--- config.mk ---
export PLATFORM = sky130hd
export DESIGN_NAME = branch_resolve_unit
export DESIGN_NICKNAME = d
export VERILOG_FILES = /design/src/rtl/branch_pkg.sv /design/src/rtl/bht_counter_table.sv /design/src/rtl/branch_resolve_unit.sv
export SDC_FILE = /design/constraint.sdc
export NUM_CORES = 1
export LEC_CHECK = 0
export BUFFER_PORTS_ARGS = -buffer_cell sky130_fd_sc_hd__buf_2
export CAP_MARGIN = 10
export CORE_ASPECT_RATIO = 1.25
export CORE_MARGIN = 3
export CORE_UTILIZATION = 50
export CTS_BUF_LIST = sky130_fd_sc_hd__clkbuf_4
export DETAILED_ROUTE_END_ITERATION = 16
export GPL_TIMING_DRIVEN = 0
export PLACE_DENSITY = 0.75
export REMOVE_ABC_BUFFERS = 1
export SLEW_MARGIN = 0
export SYNTH_ARGS = -nofsm -noshare
export SYNTH_HDL_FRONTEND = slang
export SYNTH_SLANG_ARGS = --single-unit
--- constraint.sdc ---
create_clock -name clk -period 3.42 [get_ports clk]
set_clock_uncertainty 0.05 [all_clocks]
set_input_delay 0 -clock clk [delete_from_list [all_inputs] [get_ports clk]]
set_output_delay 0 -clock clk [all_outputs]
set_load 0.005 [all_outputs]
--- src/rtl/branch_pkg.sv ---
// branch_pkg: branch type encoding and 2-bit saturating counter helpers
package branch_pkg;
  typedef enum logic [2:0] {
    BR_NONE = 3'd0,
    BEQ     = 3'd1,
    BNE     = 3'd2,
    BLEZ    = 3'd3,
    BGTZ    = 3'd4,
    BLTZ    = 3'd5,
    BGEZ    = 3'd6,
    BR_RSVD = 3'd7
  } br_type_t;
  localparam logic [1:0] CTR_RESET = 2'b01;
  function automatic logic [1:0] sat_inc(input logic [1:0] c);
    return (c == 2'b11) ? c : c + 2'b01;
  endfunction
  function automatic logic [1:0] sat_dec(input logic [1:0] c);
    return (c == 2'b00) ? c : c - 2'b01;
  endfunction
endpackage

--- src/rtl/bht_counter_table.sv ---
// bht_counter_table: DEPTH x 2-bit saturating counters, async lookup read, sync update write
module bht_counter_table
  import branch_pkg::*;
#(
  parameter int DEPTH = 64,
  parameter int IDX_W = $clog2(DEPTH)
) (
  input  logic             clk,
  input  logic             rst_n,
  input  logic [IDX_W-1:0] rd_idx,
  output logic [1:0]       rd_ctr,
  input  logic             wr_en,
  input  logic [IDX_W-1:0] wr_idx,
  input  logic             wr_taken
);
  logic [1:0] ctr_q [DEPTH];
  logic [1:0] ctr_d [DEPTH];
  assign rd_ctr = ctr_q[rd_idx];
  always_comb begin
    ctr_d = ctr_q;
    if (wr_en) ctr_d[wr_idx] = wr_taken ? sat_inc(ctr_q[wr_idx]) : sat_dec(ctr_q[wr_idx]);
  end
  always_ff @(posedge clk or negedge rst_n) begin
    if (!rst_n) ctr_q <= '{default: CTR_RESET};
    else ctr_q <= ctr_d;
  end
endmodule

--- src/rtl/branch_resolve_unit.sv ---
// branch_resolve_unit: resolves MIPS conditional branches one cycle after issue and trains a BHT.
// Optional resolved/mispredict counters are built when BRANCH_STATS_EN is defined.
module branch_resolve_unit
  import branch_pkg::*;
#(
  parameter int DATA_W    = 32,
  parameter int PC_W      = 32,
  parameter int BHT_DEPTH = 64
) (
  input  logic              clk,
  input  logic              rst_n,
  input  logic              br_valid,
  input  logic [2:0]        br_type,
  input  logic [DATA_W-1:0] br_rs,
  input  logic [DATA_W-1:0] br_rt,
  input  logic [PC_W-1:0]   br_pc,
  input  logic              br_pred_taken,
  input  logic              flush,
  input  logic [PC_W-1:0]   lk_pc,
  output logic              lk_taken,
  output logic              res_valid,
  output logic              res_taken,
  output logic              res_mispredict,
  output logic [31:0]       stat_branches,
  output logic [31:0]       stat_mispred
);
  localparam int IDX_W = $clog2(BHT_DEPTH);
  logic       rs_neg, rs_zero, taken, known, issue;
  logic       res_valid_d, res_taken_d, res_mispredict_d;
  logic       res_valid_q, res_taken_q, res_mispredict_q;
  logic [1:0] lk_ctr;
  logic       unused;
  br_type_t   kind;
  always_comb begin
    kind    = br_type_t'(br_type);
    rs_neg  = br_rs[DATA_W-1];
    rs_zero = (br_rs == '0);
    taken   = (kind == BEQ)  ? (br_rs == br_rt) :
              (kind == BNE)  ? (br_rs != br_rt) :
              (kind == BLEZ) ? (rs_neg | rs_zero) :
              (kind == BGTZ) ? (!rs_neg && !rs_zero) :
              (kind == BLTZ) ? rs_neg :
              (kind == BGEZ) ? !rs_neg : 1'b0;
    known   = (kind != BR_NONE) && (kind != BR_RSVD);
    issue   = br_valid && known && !flush;
    res_valid_d      = issue;
    res_taken_d      = issue && taken;
    res_mispredict_d = issue && (taken != br_pred_taken);
  end
  always_ff @(posedge clk or negedge rst_n) begin
    if (!rst_n) begin
      res_valid_q      <= 1'b0;
      res_taken_q      <= 1'b0;
      res_mispredict_q <= 1'b0;
    end else begin
      res_valid_q      <= res_valid_d;
      res_taken_q      <= res_taken_d;
      res_mispredict_q <= res_mispredict_d;
    end
  end
  assign res_valid      = res_valid_q;
  assign res_taken      = res_taken_q;
  assign res_mispredict = res_mispredict_q;
  bht_counter_table #(.DEPTH(BHT_DEPTH), .IDX_W(IDX_W)) u_bht (
    .clk      (clk),
    .rst_n    (rst_n),
    .rd_idx   (lk_pc[IDX_W+1:2]),
    .rd_ctr   (lk_ctr),
    .wr_en    (issue),
    .wr_idx   (br_pc[IDX_W+1:2]),
    .wr_taken (taken)
  );
  assign lk_taken = lk_ctr[1];
  // PC bits outside the index field and the counter LSB are intentionally not consumed
  assign unused = ^{br_pc, lk_pc, lk_ctr[0]};
`ifdef BRANCH_STATS_EN
  logic [31:0] stat_branches_d, stat_branches_q, stat_mispred_d, stat_mispred_q;
  always_comb begin
    stat_branches_d = (issue && stat_branches_q != '1) ? stat_branches_q + 32'd1 : stat_branches_q;
    stat_mispred_d  = (res_mispredict_d && stat_mispred_q != '1) ? stat_mispred_q + 32'd1 : stat_mispred_q;
  end
  always_ff @(posedge clk or negedge rst_n) begin
    if (!rst_n) begin
      stat_branches_q <= '0;
      stat_mispred_q  <= '0;
    end else begin
      stat_branches_q <= stat_branches_d;
      stat_mispred_q  <= stat_mispred_d;
    end
  end
  assign stat_branches = stat_branches_q;
  assign stat_mispred  = stat_mispred_q;
`else
  assign stat_branches = '0;
  assign stat_mispred  = '0;
`endif
endmodule
==> results of run 1 <==
[stage by stage]
step / instance area, um2 / hold WS, ns / power, W
after floorplan: 7825 / -0.3456 / 0.002336
after global placement: 8531 / 0.2950 / 0.002636
after detailed placement: 8765 / 0.1679 / 0.002713
after CTS: 9251 / 0.02314 / 0.003835
after global routing: 9270 / 0.1232 / 0.004015
final: 9270 / 0.08163 / 0.003838
[area by class of cell]
type / instances / area [um2] / area share [%]
tap: 216 / 270.3 / 2.915
timing repair buffer: 115 / 803.3 / 8.665
clock inverter: 15 / 165.2 / 1.782
clock buffer: 17 / 127.6 / 1.377
inverter: 15 / 60.06 / 0.6479
multi-input combinational: 699 / 4483 / 48.36
sequential: 131 / 3358 / 36.23
antenna: 1 / 2.502 / 0.02699
[metal layers]
| metal | part of all wire [%] | vias up | GRT usage (%) |
|---|---|---|---|
| li1 | - | 3352 | - |
| met3 | 6.7 | 69 | 3.157 |
| met5 | 0 | - | 0 |
| met1 | 40 | 3517 | 34.73 |
| met2 | 49 | 370 | 41.66 |
| met4 | 4.1 | 0 | 11.66 |
[sequential cells by signal, summed over array words and instances, names as in the netlist]
signal	count
res_valid	1
u_bht.ctr_q	128
res_mispredict	1
res_taken	1
[tightest hold or removal path: cells and delay by family]
family	cells	cell delay, ns
simple gates	3	0.35
buf+inv	1	0.13
compound gates	1	0.16
[what timing repair did]
item / in CTS / in global routing
cloned: 1 / 0
hold endpoints to repair: 120 / 0
setup endpoints to repair: 128 / 26
pin swaps: 3 / 0
resized for setup: 6 / 3
hold buffers: 10 / 0
setup buffers: 7 / 0
[power breakdown]
group          switching [W]  total (W)  leakage [nW]  internal, W
clock network       0.000603    0.00110         0.150     0.000499
logic               0.000495   0.000864          2.05     0.000369
registers           0.000116    0.00187          1.56      0.00176
total                0.00121    0.00384          3.76      0.00262
[synth_stat cells, types with 3 or more instances]
cell	n	area, um2
a211oi_1	4	30.03
a21oi_1	19	95.09
a221oi_1	7	61.31
a31oi_1	60	375.4
and2_1	5	31.28
and3_1	3	18.77
and3b_1	5	43.79
buf_1	5	18.77
buf_2	20	100.1
buf_4	65	488.0
buf_6	6	67.56
clkbuf_1	28	105.1
dfrtp_1	67	1677
dfstp_2	64	1682
inv_1	15	56.30
mux2_2	4	45.04
mux2i_1	26	260.3
mux4_2	31	698.2
nand2_1	102	382.9
nand2b_1	6	37.54
nand3_1	7	35.03
nand4_1	12	75.07
nor2_1	133	499.2
nor2b_1	4	25.02
nor3_1	11	55.05
nor4_1	11	68.82
o211ai_1	3	22.52
o21a_1	3	22.52
o21ai_0	53	265.3
o22ai_1	14	87.58
o31ai_1	41	307.8
o41ai_1	4	35.03
xnor2_1	32	280.3
[final timing paths]
kind	endpoint	slack, ns	cells after the start
setup / recovery	u_bht.ctr_q[116]	0.11	11
hold / removal	res_mispredict	0.08	5
setup reg to reg	u_bht.ctr_q[116]	0.11	11
hold reg to reg	u_bht.ctr_q[102]	0.42	2
max in group asynchronous	u_bht.ctr_q[68]	2.61	3
min in group asynchronous	u_bht.ctr_q[18]	0.16	2
[kinds of logic (layout without fill, tap and decap cells)]
family / count (synthesis) / in the layout / share of synthesized area [%]
compound gates: 233 / 234 / 18.44
buf+inv: 139 / 162 / 9.988
flops: 131 / 131 / 40.13
mux: 61 / 61 / 11.99
xor+xnor: 32 / 32 / 3.349
simple gates: 308 / 308 / 16.06
other cells: 1 / 65 / 0.04481
==> flow_summary_export.csv, run 1 <==
group,metric,value,unit
clocking,clock_path_buffers,2,
critical_path,r2r-start,"u_bht.ctr_q[80]",
die,dieHeight,150.6,um
placement,place_inst,1158,
routing,wl_per_cell,19.65,um
critical_path,worst_path_dominant_cell_family,"compound AO/OA/AOI/OAI gates",
sta,setup_tns,0,ns
cells_and_area,layout.cells.non_filler,1209,
cells_and_area,synthToLayoutAreaGrowth,10.78,%
job,maxCapViolCount,0,
sta,setup_violations,0,
cells_and_area,drive_above_1_share,25.10,%
clocking,clk_pin_slew,0.12,ns
critical_path,critPathMaxFanout,20,
critical_path,slowest_stage,"or4_1",
placement,dp_hpwl,15970,um
power,power.leakage,3.762,nW
sta,rsz0062_at_grt,"no",
power,powerDensity,414.0,nW/um2
die,placementRows,52,
die,initial_core_util,51.24,%
cells_and_area,final_cell_mix,"nor2_1, nand2_1, buf_2",
die,ios,204,
routing,first_iter_violations,702,
die,fp.dieW,121.7,um
critical_path,critPathRequiredTime,3.79,ns
grt,grt_antenna_before_repair,1,
routing,wl,23750,um
critical_path,path_cells,"mux4_2 -> mux2i_1 -> nor3_1 -> or4_1 -> a311oi_4 -> buf_6 -> a22oi_2 -> buf_8 -> buf_8 -> buf_8 -> o41ai_2",
yosys,syn_area,8368,um2
placement,numPortBuffers,87,
placement,routabilityCongestion,0.8841,
sta,fin_crit_sh,96.74,%
yosys,ys_seq_area_share,40.13,%
routing,drt-vias-per-instance,6.045,
critical_path,max_stage_delay,0.55,ns
min_path,worstHoldStart,"br_type[0]",
sta,max_freq,0.3023,GHz
sta,hold_viol_final,0,
cells_and_area,nNetsFinal,1115,
sta,fin_ws,0.1117,ns
grt,gr-usage-all-layers,25.73,%
yosys,synthFlopType,"dfrtp_1",
routing,ant_nets,0,
yosys,postSynthCellCount,905,
yosys,async_reset_ff_share,100.0,%
critical_path,path_buf_inv,4,
critical_path,criticalPathCategory,"register to register",
clocking,cts_root_buf,"clkbuf_4",
routing,dr.pass1.iters,5,
yosys,ys_seq_elements,131,
critical_path,cp-startpoint,"u_bht.ctr_q[80]",
sta,relSlewSlack,26.79,%
grt,grt_overflow,0,
grt,grt_pass1_vias,6825,
yosys,synth_edf_count,0,
yosys,syn_avg_cell_area,9.246,um2
cells_and_area,final_common_cell,"nor2_1",
routing,vias,7308,
placement,dp_worst_setup_slack,-1.433,ns
sta,drv_slew,0,
die,core-area,16330,um2
yosys,synth_cell_types,60,
sta,fin_crit,3.308,ns
grt,grt_pass1_wl,37090,um
cells_and_area,fillers,1416,
clocking,insertion_delay,0.53,ns
clocking,cts_tree,"built",
critical_path,end_kind,"register",
clocking,h-tree-depth,4,
grt,grt_max_degree,94,
cells_and_area,final_util,56.77,%
clocking,numCtsBuffers,17,
clocking,cts.sinks,131,
critical_path,crit_top_cell,"buf_8",
routing,drc_errors,0,
power,ir_drop,0.3135,mV
critical_path,startpoint_type,"register",
sta,worst_pin_slew,1.090,ns
die,dieArea,18330,um2
critical_path,arrival,3.68,ns
status,status,"complete, no violations",
min_path,min_path_type,"input pin to register",
yosys,ys_warn_count,0,
(Power assumes the default switching activity.)
==> run 2: changes to the inputs <==
CORE_UTILIZATION = 56   (was 50)
PLACE_DENSITY = 0.83   (was 0.75)
==> flow_summary_export.csv, run 2 (same netlist as run 1, synthesis figures left out) <==
group,metric,value,unit
critical_path,startpoint_type,"register",
routing,wl_per_cell,21.00,um
grt,grt_max_degree,78,
power,ir_drop,0.2774,mV
clocking,cts.sinks,131,
routing,first_iter_violations,803,
die,fp.dieW,115.3,um
clocking,cts_root_buf,"clkbuf_4",
routing,vias,7686,
sta,hold_viol_final,0,
critical_path,reg2reg_depth,10,
job,maxCapViolCount,0,
clocking,insertion_delay,0.56,ns
clocking,clock_path_buffers,2,
cells_and_area,fillers,1181,
placement,routabilityCongestion,0.8893,
critical_path,r2r-start,"u_bht.ctr_q[80]",
cells_and_area,largest_register_ffs,128,
sta,setup_tns,0,ns
critical_path,end_kind,"register",
grt,grt_pass1_wl,37560,um
cells_and_area,final_cell_mix,"nor2_1, nand2_1, buf_2",
critical_path,cp-startpoint,"u_bht.ctr_q[80]",
cells_and_area,synthToLayoutAreaGrowth,9.614,%
clocking,h-tree-depth,4,
routing,drt-vias-per-instance,6.580,
die,ios,204,
power,powerDensity,413.3,nW/um2
sta,setup_violations,0,
placement,dp_worst_setup_slack,-1.354,ns
die,dieHeight,142.7,um
die,dieArea,16450,um2
cells_and_area,nNetsFinal,1113,
routing,drc_errors,0,
die,placementRows,49,
sta,fin_crit_sh,96.76,%
status,status,"complete, no violations",
cells_and_area,drive_above_1_share,24.95,%
routing,wl,24520,um
sta,fin_crit,3.309,ns
die,initial_core_util,57.59,%
clocking,clk_pin_slew,0.12,ns
grt,gr-usage-all-layers,29.21,%
min_path,min_path_type,"input pin to asynchronous set/reset pin",
critical_path,r2r-end,"u_bht.ctr_q[116]",
critical_path,criticalPathCategory,"register to register",
cells_and_area,final_common_cell,"nor2_1",
placement,dp_hpwl,16120,um
routing,ant_nets,0,
sta,worst_pin_slew,1.106,ns
cells_and_area,largest_register,"u_bht.ctr_q",
sta,relSlewSlack,25.67,%
critical_path,arrival,3.72,ns
sta,fin_ws,0.1107,ns
critical_path,r2r_slack,0.11,ns
cells_and_area,n_antenna_cell,0,
grt,grt_pass1_vias,7037,
critical_path,critPathMaxFanout,22,
grt,grt_overflow,0,
routing,dr.pass1.iters,7,
grt,grt_antenna_before_repair,0,
placement,numPortBuffers,87,
die,core-area,14530,um2
power,power.leakage,3.728,nW
critical_path,critPathRequiredTime,3.83,ns
clocking,numCtsBuffers,17,
sta,max_freq,0.3022,GHz
clocking,cts_tree,"built",
sta,drv_slew,0,
[run 2: changes by cell type in the layout (fill, tap and decap cells not counted), sizes merged]
cell / previous run / this run
bufinv: 3 / 2
a311oi: 3 / 4
buf: 105 / 104
diode: 1 / 0
dlygate4sd3: 10 / 8
clkbuf: 17 / 18
[run 2: final cells by class]
type / count / area [um2] / area share [%]
clock buffers: 18 / 135.1 / 1.473
clock inverters: 14 / 138.9 / 1.514
inverters: 15 / 60.06 / 0.6548
multi-input cells: 700 / 4486 / 48.90
flip-flops and latches: 131 / 3358 / 36.61
well taps: 178 / 222.7 / 2.428
repair buffers: 112 / 772.0 / 8.416
[run 2: how the worst max path moves through the flow]
stage / end / slack (ns) / cells after the start
final: u_bht.ctr_q[116] / 0.11 / 10
after global routing: u_bht.ctr_q[99] / -0.004 / 8
after CTS: u_bht.ctr_q[116] / 0.02 / 10
after detailed placement: u_bht.ctr_q[105] / -1.35 / 10
after global placement: u_bht.ctr_q[114] / -2.58 / 8
after floorplan: u_bht.ctr_q[114] / -0.32 / 7
[run 2: per-layer routing]
layer	track usage [%]	routed length, um
met1	39.23	8979
met3	5.850	2508
met5	0	0
met2	45.03	11770
met4	15.02	1265
[run 2: power breakdown]
part	switching [W]	leakage, nW	internal [W]
registers	0.000120	1.56	0.00176
logic	0.000506	2.02	0.000367
clock network	0.000607	0.141	0.000435
total	0.00123	3.73	0.00256
[run 2: repair_timing]
action / in CTS / in global routing
gates resized for setup: 6 / 2
setup endpoints to repair: 127 / 35
endpoints found under the hold margin: 101 / 0
gates cloned: 2 / 0
hold buffers: 9 / 0
pin swaps: 2 / 1
setup buffers: 6 / 1
[run 2: worst max-delay path, cell delays in order, from the launching register on]
cell and delay [ns]:
dfstp_2 0.39, mux4_2 0.47, mux2i_1 0.16, nor3_1 0.09, or4_4 0.55, a311oi_4 0.38
a22oi_2 0.18, buf_8 0.21, buf_8 0.16, buf_8 0.17, o41ai_1 0.37
[run 2: stage by stage]
stage	util (%)	area, um2	instances	total power (W)	hold WS [ns]
floorplan	-	7825	844	0.002336	-0.3456
global placement	58.38	8483	1109	0.002627	0.3153
detailed placement	59.76	8683	1118	0.002708	-0.05648
CTS	62.98	9151	1167	0.003761	0.0002913
global route	63.13	9173	1168	0.003941	0.02237
finish	63.13	9173	1168	0.003791	0.01894
==> run 3: changes to the inputs <==
CTS_CLUSTER_DIAMETER = 200   (was not set)
SETUP_SLACK_MARGIN = 0.2   (was not set)
==> flow_summary_export.csv, run 3 (same netlist as run 1, synthesis figures left out) <==
group,metric,value,unit
critical_path,r2r_slack,0.24,ns
sta,fin_crit,3.179,ns
critical_path,slowest_stage,"or4_4",
clocking,cts_root_buf,"clkbuf_4",
cells_and_area,largest_register_ffs,128,
placement,placedInstanceArea,8683,um2
clocking,clock_path_buffers,2,
die,core-area,14530,um2
critical_path,criticalPathCategory,"register to register",
clocking,h-tree-depth,4,
placement,dp_hpwl,16120,um
sta,drv_slew,0,
die,dieHeight,142.7,um
grt,grt_pass1_wl,37720,um
status,status,"complete, no violations",
critical_path,r2r-end,"u_bht.ctr_q[114]",
clocking,cts_tree,"built",
grt,grt_overflow,0,
cells_and_area,final_cell_mix,"nor2_1, nand2_1, buf_2",
die,ios,204,
cells_and_area,fillers,1165,
cells_and_area,drive_above_1_share,25.58,%
sta,relSlewSlack,22.98,%
sta,whs,0.01634,ns
critical_path,reg2reg_depth,10,
clocking,clk_pin_slew,0.12,ns
critical_path,max_stage_delay,0.49,ns
critical_path,arrival,3.60,ns
critical_path,critPathMaxFanout,22,
job,maxCapViolCount,0,
power,power.leakage,3.761,nW
power,powerDensity,413.7,nW/um2
routing,vias,7672,
sta,rsz0062_at_grt,"no",
sta,hold_viol_final,0,
cells_and_area,final_util,63.57,%
grt,gr-usage-all-layers,29.33,%
cells_and_area,n_antenna_cell,0,
routing,wl_per_cell,21.45,um
critical_path,crit_top_cell,"buf_8",
sta,max_freq,0.3145,GHz
min_path,min_path_type,"input pin to asynchronous set/reset pin",
placement,routabilityCongestion,0.8893,
critical_path,path_cells,"mux4_2 -> mux2i_1 -> nor3_1 -> or4_4 -> a311oi_4 -> a22oi_2 -> buf_8 -> buf_8 -> buf_8 -> o41ai_2",
grt,grt_max_degree,78,
sta,fin_crit_sh,92.97,%
critical_path,critPathRequiredTime,3.84,ns
cells_and_area,synthToLayoutAreaGrowth,10.38,%
cells_and_area,multi_input_area,4517,um2
clocking,numCtsBuffers,17,
critical_path,r2r-start,"u_bht.ctr_q[80]",
clocking,insertion_delay,0.56,ns
cells_and_area,nNetsFinal,1116,
placement,numPortBuffers,87,
sta,worst_pin_slew,1.146,ns
cells_and_area,ff_latch_area,3358,um2
cells_and_area,stdcell_area,9236,um2
grt,grt_pass1_vias,7072,
routing,drc_errors,0,
power,ir_drop,0.2746,mV
cells_and_area,largest_register,"u_bht.ctr_q",
sta,setup_violations,0,
die,dieArea,16450,um2
cells_and_area,final_common_cell,"nor2_1",
grt,grt_antenna_before_repair,0,
routing,dr.pass1.iters,9,
routing,first_iter_violations,940,
critical_path,end_kind,"register",
die,initial_core_util,57.59,%
routing,ant_nets,0,
die,placementRows,49,
clocking,cts.sinks,131,
routing,wl,25110,um
critical_path,startpoint_type,"register",
die,fp.dieW,115.3,um
routing,drt-vias-per-instance,6.552,
-- run 3: per-stage QoR --
step                      power (W)  cells  setup TNS (ns)  setup slack, ns
final                      0.003821   1171               0           0.2406
after global routing       0.003968   1171               0           0.1591
after CTS                  0.003767   1168               0           0.2701
after detailed placement   0.002708   1118         -139.61           -1.354
after global placement     0.002627   1109         -289.18           -2.584
after floorplan            0.002336    844          -14.94          -0.3208
-- run 3: repair_timing --
item | 4_1_cts | 5_1_grt
resized for setup | 9 | 3
endpoints found under the setup margin | 128 | 28
hold endpoints to repair | 101 | 0
cloned | 2 | 2
buffers inserted | 7 | 1
hold buffers | 9 | 0
pin swaps | 3 | 5
-- run 3: worst max-delay path, delay by kind of cell, from the launching register on --
family                 cells  cell delay [ns]
AOI/OAI and AO/OA          3             0.90
DFF                        1             0.39
muxes                      2             0.64
and+or+nand+nor            2             0.58
buffers and inverters      3             0.51
-- run 3: area by class of cell --
class,instances,area share (%)
repair buffers,114,8.710
clock buffers,18,1.463
well taps,178,2.411
inverters,15,0.6502
multi-input cells,701,48.90
flip-flops and latches,131,36.36
clock inverters,14,1.504
-- run 3: worst max-delay path by stage --
stage | startpoint | end | slack, ns | depth (start not counted)
global route | u_bht.ctr_q[80] | u_bht.ctr_q[114] | 0.16 | 10
global placement | br_pc[4] | u_bht.ctr_q[114] | -2.58 | 8
floorplan | u_bht.ctr_q[115] | u_bht.ctr_q[114] | -0.32 | 7
finish | u_bht.ctr_q[80] | u_bht.ctr_q[114] | 0.24 | 10
detailed placement | br_pc[4] | u_bht.ctr_q[105] | -1.35 | 10
CTS | u_bht.ctr_q[80] | u_bht.ctr_q[116] | 0.27 | 10
-- run 3: metal layers --
| layer | up-vias | track usage, % | wire, um |
|---|---|---|---|
| met3 | 137 | 6.655 | 2746 |
| li1 | 3337 | - | - |
| met4 | 0 | 13.84 | 1359 |
| met5 | - | 0 | 0 |
| met1 | 3593 | 39.03 | 9003 |
| met2 | 605 | 45.67 | 12000 |
-- run 3: power breakdown --
group	internal [W]	total [W]	switching, W
combinational	0.000380	0.000900	0.000521
clock	0.000435	0.00104	0.000610
sequential	0.00176	0.00188	0.000120
total	0.00257	0.00382	0.00125
